===== src/rtl/shift_out_ser.sv =====
// Parallel-to-serial shifter: WIDTH-bit word out one bit per DIV clocks, LSB or MSB first.
// Latency: first bit on data_out the cycle after load is accepted; done one cycle after the last bit.
// Backpressure: ready low while shifting (loads ignored); ena=0 freezes the frame in place.
module shift_out_ser #(
  parameter int WIDTH     = 8,
  parameter int DIV       = 1,
  parameter int MSB_FIRST = 0
) (
  input  logic             clk,
  input  logic             rst,
  input  logic [WIDTH-1:0] data_in,
  input  logic             load,
  input  logic             ena,
  output logic             ready,
  output logic             busy,
  output logic             data_out,
  output logic             bit_strobe,
  output logic             done
);

  localparam int BW = (WIDTH > 2) ? $clog2(WIDTH) : 1;
  localparam int DW = (DIV > 2) ? $clog2(DIV) : 1;
  localparam logic [BW-1:0] BIT_LAST = BW'(WIDTH - 1);
  localparam logic [DW-1:0] DIV_LAST = DW'(DIV - 1);

  typedef enum logic {IDLE = 1'b0, SHIFT = 1'b1} state_t;

  state_t           state_q, state_d;
  logic [WIDTH-1:0] shreg_q, shreg_d;
  logic [BW-1:0]    bit_cnt_q, bit_cnt_d;
  logic [DW-1:0]    div_cnt_q, div_cnt_d;
  logic             data_out_q, data_out_d;
  logic             bit_strobe_q, bit_strobe_d;
  logic             done_q, done_d;
  logic [WIDTH-1:0] shifted;

  always_ff @(posedge clk) begin
    if (rst) begin
      state_q      <= IDLE;
      shreg_q      <= '0;
      bit_cnt_q    <= '0;
      div_cnt_q    <= '0;
      data_out_q   <= 1'b0;
      bit_strobe_q <= 1'b0;
      done_q       <= 1'b0;
    end else begin
      state_q      <= state_d;
      shreg_q      <= shreg_d;
      bit_cnt_q    <= bit_cnt_d;
      div_cnt_q    <= div_cnt_d;
      data_out_q   <= data_out_d;
      bit_strobe_q <= bit_strobe_d;
      done_q       <= done_d;
    end
  end

  always_comb begin
    state_d      = state_q;
    shreg_d      = shreg_q;
    bit_cnt_d    = bit_cnt_q;
    div_cnt_d    = div_cnt_q;
    data_out_d   = data_out_q;
    bit_strobe_d = 1'b0;
    done_d       = 1'b0;
    // The bit heading the register is always the one on the wire.
    if (MSB_FIRST != 0) shifted = {shreg_q[WIDTH-2:0], 1'b0};
    else                shifted = {1'b0, shreg_q[WIDTH-1:1]};

    case (state_q)
      IDLE: begin
        data_out_d = 1'b0;
        if (load) begin
          state_d      = SHIFT;
          shreg_d      = data_in;
          bit_cnt_d    = '0;
          div_cnt_d    = '0;
          data_out_d   = (MSB_FIRST != 0) ? data_in[WIDTH-1] : data_in[0];
          bit_strobe_d = 1'b1;
        end
      end
      SHIFT: begin
        if (ena) begin
          if (div_cnt_q == DIV_LAST) begin
            div_cnt_d = '0;
            if (bit_cnt_q == BIT_LAST) begin
              state_d    = IDLE;
              data_out_d = 1'b0;
              done_d     = 1'b1;
            end else begin
              bit_cnt_d    = bit_cnt_q + BW'(1);
              shreg_d      = shifted;
              data_out_d   = (MSB_FIRST != 0) ? shifted[WIDTH-1] : shifted[0];
              bit_strobe_d = 1'b1;
            end
          end else begin
            div_cnt_d = div_cnt_q + DW'(1);
          end
        end
      end
      default: state_d = IDLE;
    endcase
  end

  assign ready      = (state_q == IDLE);
  assign busy       = (state_q == SHIFT);
  assign data_out   = data_out_q;
  assign bit_strobe = bit_strobe_q;
  assign done       = done_q;

endmodule


===== config.mk =====
export PLATFORM = sky130hd
export DESIGN_NAME = shift_out_ser
export DESIGN_NICKNAME = d
export VERILOG_FILES = /design/src/rtl/shift_out_ser.sv
export SDC_FILE = /design/constraint.sdc
export NUM_CORES = 1
export LEC_CHECK = 0
export BUFFER_PORTS_ARGS = -buffer_cell sky130_fd_sc_hd__clkbuf_2
export CAP_MARGIN = 20
export CORE_MARGIN = 3
export CORE_UTILIZATION = 43
export DETAILED_ROUTE_END_ITERATION = 10
export MAX_ROUTING_LAYER = met4
export PLACE_DENSITY = 0.71
export SYNTH_ARGS = -nofsm -noshare
export SYNTH_HDL_FRONTEND = slang
export SYNTH_SLANG_ARGS = --single-unit

===== constraint.sdc =====
create_clock -name clk -period 1.3 [get_ports clk]
set_clock_uncertainty 0.05 [all_clocks]
set_input_delay 0.26 -clock clk [delete_from_list [all_inputs] [get_ports clk]]
set_output_delay 0.26 -clock clk [all_outputs]
set_load 0.03 [all_outputs]

[Yosys cells after proc, flatten, opt, wreduce, memory -nomap -nowiden]
Cells that the tools add are included.
Word-level totals
  logic and storage cells: 48
  output and inout port bits: 5
  input port bits: 12
  register bits: 16
Operators by class
  mux-type cells: 28
  reductions and logical operators: 4
  $add $sub $neg: 2
  bitwise operators: 2
  eq/ne operators: 5
Operators by type and width (number)
  8-bit 2-to-1 mux: 4
  8-bit one-hot mux with 2 select lines: 1
  1-bit 2-to-1 mux: 14
  3-bit 2-to-1 mux: 4
  2-bit inequality test, second input constant: 4
  1-bit one-hot mux with 2 select lines: 4
  3-bit one-hot mux with 2 select lines: 1
  2-bit AND reduction: 2
  4-bit AND reduction: 1
  4-bit OR reduction: 1
  3-bit by 1-bit adder with 3-bit output, second input constant: 1
  3-bit == test, second input constant: 1
  1-bit NOT: 2
  1-bit adder, second input constant: 1

[Longest topological paths before layout]
  word-level depth: 5
  depth in mapped cells: 6
  depth with buffers taken out: 5

[Worst setup path after synthesis]
OpenSTA, ideal clock, no wires.
  path type: register to register
  start point: reg bit_cnt_q[0]
  end point: reg bit_cnt_q[2]
  setup time: 132 ps
  required time: 1118 ps
  cell stages (with the launch flop): 7
  buffers on the path: 1
  arrival: 1174 ps
  slack: -56 ps
  path through: dfxtp_1 -> ha_1 -> ha_1 -> nand3b_1 -> buf_2 -> nand3_1 -> a21oi_1
On the way
  longest elaborated chain between the ends: 5
  elaborated cells between the ends (all ways): 8
Ends and longest elaborated chain
  start, declared: RTL line 30  | logic [BW-1:0] bit_cnt_q, bit_cnt_d;
  start signal, assigned: RTL line 49  | bit_cnt_q <= bit_cnt_d;
  3-bit by 1-bit adder with 3-bit output: RTL line 90  | bit_cnt_d = bit_cnt_q + BW'(1);
  3-bit 2-to-1 mux: RTL line 85  | if (bit_cnt_q == BIT_LAST) begin
  3-bit 2-to-1 mux: RTL line 83  | if (div_cnt_q == DIV_LAST) begin
  3-bit 2-to-1 mux: RTL line 82  | if (ena) begin
  3-bit one-hot mux with 2 select lines: RTL line 69  | case (state_q)
Parallel ways exist; a longest one is shown, timed or not. The select of a mux whose other input is x is not followed.
A chain may end at the register's enable or synchronous reset.

[Worst setup path in the final report]
  start point: reg bit_cnt_q[1]
  end point: reg bit_cnt_q[0]
On the way
  longest elaborated chain between the ends: 3
Ends and longest elaborated chain (RTL line)
  3-bit == test: 85
  2-bit inequality test (no source line)
  4-bit AND reduction (no source line)
No other way between the ends.

==> impl_metrics.ini <==
[finish]
syn_to_final_growth_pct = 39.8
stdcell_area_um2 = 835
nFillCells = 100
layout_common_cells = clkbuf_2, a21oi_1, dfxtp_1
layout_commonest_cell = clkbuf_2
antenna-diode-count = 0
final_core_util_pct = 69.5
nNetsFinal = 104
drive_above_1_share_pct = 44.9
stdcell_count = 103

[floorplanning]
die_w_um = 43.3
core-area_mm2 = 0.00120
ioPinCount = 17
start_util_pct = 49.7
fp.dieH_um = 43.3
num_rows = 12
dieArea_mm2 = 0.00187

[worst_setup_path]
crit_type = register to register
cp_data_arrival_time_ns = 1.61
worst-endpoint-required_ns = 1.47
ff2ff_setup_slack_ns = -0.14
startpoint_type = register
regToRegStartpoint = bit_cnt_q[1]
r2r-end = bit_cnt_q[0]
startpoint = bit_cnt_q[1]
critPathCaptureType = register
rr_worst_depth = 5
cp_max_fo = 4

[power]
internal_power_w = 0.000698
ir_drop_uv = 633
p_total_w = 0.000962
clkPwrFrac_pct = 33.7
swShare_pct = 27.5
power_frac_comb_pct = 17.5
p_per_area_mw_per_mm2 = 1150
power_leakage_nw = 0.328
seq_power_share_pct = 48.8
power.switching_w = 0.000264

[yosys]
synth_cell_types = 19
synth_seq_cells = 14
ys_seq_area_share_pct = 47.0
synth_fp_nets = 80
synth.avg_cell_area_um2 = 9.04
syn-cell-area_um2 = 597
ys_warn_count = 0
syn_inst = 66

[placed_design]
gp_congestion = 0.716
io_buffers = 16
dpl_cell_area_um2 = 737
place_inst = 97
post-dp-hpwl_um = 971
dp_worst_setup_slack_ns = -0.141

[timing]
fin_crit_sh_pct = 111
worst_slew_pin_slew_ns = 0.486
slew_viol_final = 0
fmax_mhz = 694
setup_slack_ns = -0.140
slew_headroom_pct = 67.6
setup_viol = 11
finalHoldViolations = 0
final.min_clock_period_ns = 1.44
rsz0062_at_grt = true

[global_route]
gr-max-usage-layer = met2
antenna_found_initial = 0
grt.total_usage_pct = 17.3
grt_pass1_vias = 538
grt_pass1_wl_um = 2310
gr-total-overflow = 0
grt_max_degree = 15
grt_util_met3_pct = 2.97
met1_usage_pct = 19.2
met2_usage_pct = 26.8

[routing]
drt_first_pass_iters = 4
via_count = 592
drc_errors = 0
drt_wl_total_um = 1500
via_per_inst = 5.75
drtAntennaViolNets = 0
first_iter_violations = 19
routedWlPerCell_um = 14.5

[worst_hold_path]
min_path_type = primary input to register
holdPathStages = 3
hold_end = shreg_q[7]
hp-start = data_in[7]

[clock_network]
clkLatencyLatePin_ns = 0.29
cts_buffer_depth = 2
cts_max_level = 1
cts_tree = yes
cts_root_buf = clkbuf_4
cts-buffers-inserted = 3
clock_sinks = 14
cts_hold_buf = 0
cts.clk_slew.worst_paths_ns = 0.09

[flow_run]
max_cap_viol_count = 0

[status]
outcome = finished, violations left
violations = negative setup slack
[stage by stage]
step / hold WS [ns] / setup TNS, ns
floorplan: 0.272 / 0
global placement: 0.411 / -0.489
detailed placement: 0.420 / -0.811
CTS: 0.134 / -0.730
global route: 0.162 / -1.73
finish: 0.129 / -0.825
[layout make-up]
class	instances	area [um^2]	area share, %
Multi-Input combinational cell	45	320	38.4
Sequential cell	14	287	34.3
Timing Repair Buffer	25	168	20.1
Clock buffer	4	36.3	4.35
Tap cell	14	17.5	2.10
Inverter	1	6.26	0.750
[worst max-delay path by stage]
stage               cells after the start            to  slack [ns]
finish                                  5  bit_cnt_q[0]       -0.14
global route                            5  bit_cnt_q[0]       -0.22
CTS                                     5  bit_cnt_q[0]        -0.1
detailed placement                      5    shreg_q[6]       -0.14
global placement                        5    shreg_q[1]       -0.08
floorplan                               6    shreg_q[1]       0.006
[state kept, by name, summed over array words and instances, names as in the netlist]
signal,flops
bit_cnt_q,3
bit_strobe,1
busy,1
data_out,1
done,1
shreg_q,7
[power groups by stage]
stage	clock, W	sequential (W)	combinational [W]
after floorplan	0	0.000490	0.0000792
after global placement	0	0.000477	0.000142
after detailed placement	0	0.000478	0.000144
after CTS	0.000332	0.000469	0.000156
after global routing	0.000347	0.000473	0.000184
final	0.000324	0.000470	0.000169
[per-layer routing]
metal	share of wire (%)	wire, um	up-vias
li1	-	-	290
met1	40	599	263
met2	48	712	30
met3	7.2	108	9
met4	5.0	75	0
met5	0	0	-
[cell families after synthesis]
family	count (synthesis)	synth area share [%]
simple gates	23	20.8
compound gates	20	21.2
flops	14	47.0
buf+inv	7	6.92
fa+ha+maj	2	4.19
[synth_stat cells (all sizes together)]
cell / count / share of area [%]
nand2: 2 / 1.3
nand3: 12 / 10
a32oi: 6 / 8.8
and2b: 1 / 1.3
clkbuf: 1 / 0.63
inv: 1 / 0.63
ha: 2 / 4.2
a21oi: 13 / 11
a311oi: 1 / 1.5
nor3: 1 / 0.84
dfxtp: 14 / 47
nand3b: 2 / 2.5
or2: 1 / 1.0
nor2: 1 / 0.63
nand2b: 2 / 2.1
buf: 5 / 5.7
nor2b: 1 / 1.0
[timing repair]
action                                  4_1_cts  5_1_grt
endpoints found under the setup margin       14       14
pin swaps                                     6        4
hold endpoints to repair                      0        0
resized for setup                             8        7
setup buffers                                 1        1
[worst max-delay path, cell delays in order, from the launching register on]
cell and delay (ns):
dfxtp_2 0.34, ha_4 0.16, ha_4 0.15, nand3b_1 0.22, or2_1 0.29, a21oi_2 0.15
No activity file was read; power rests on OpenSTA's default activity.
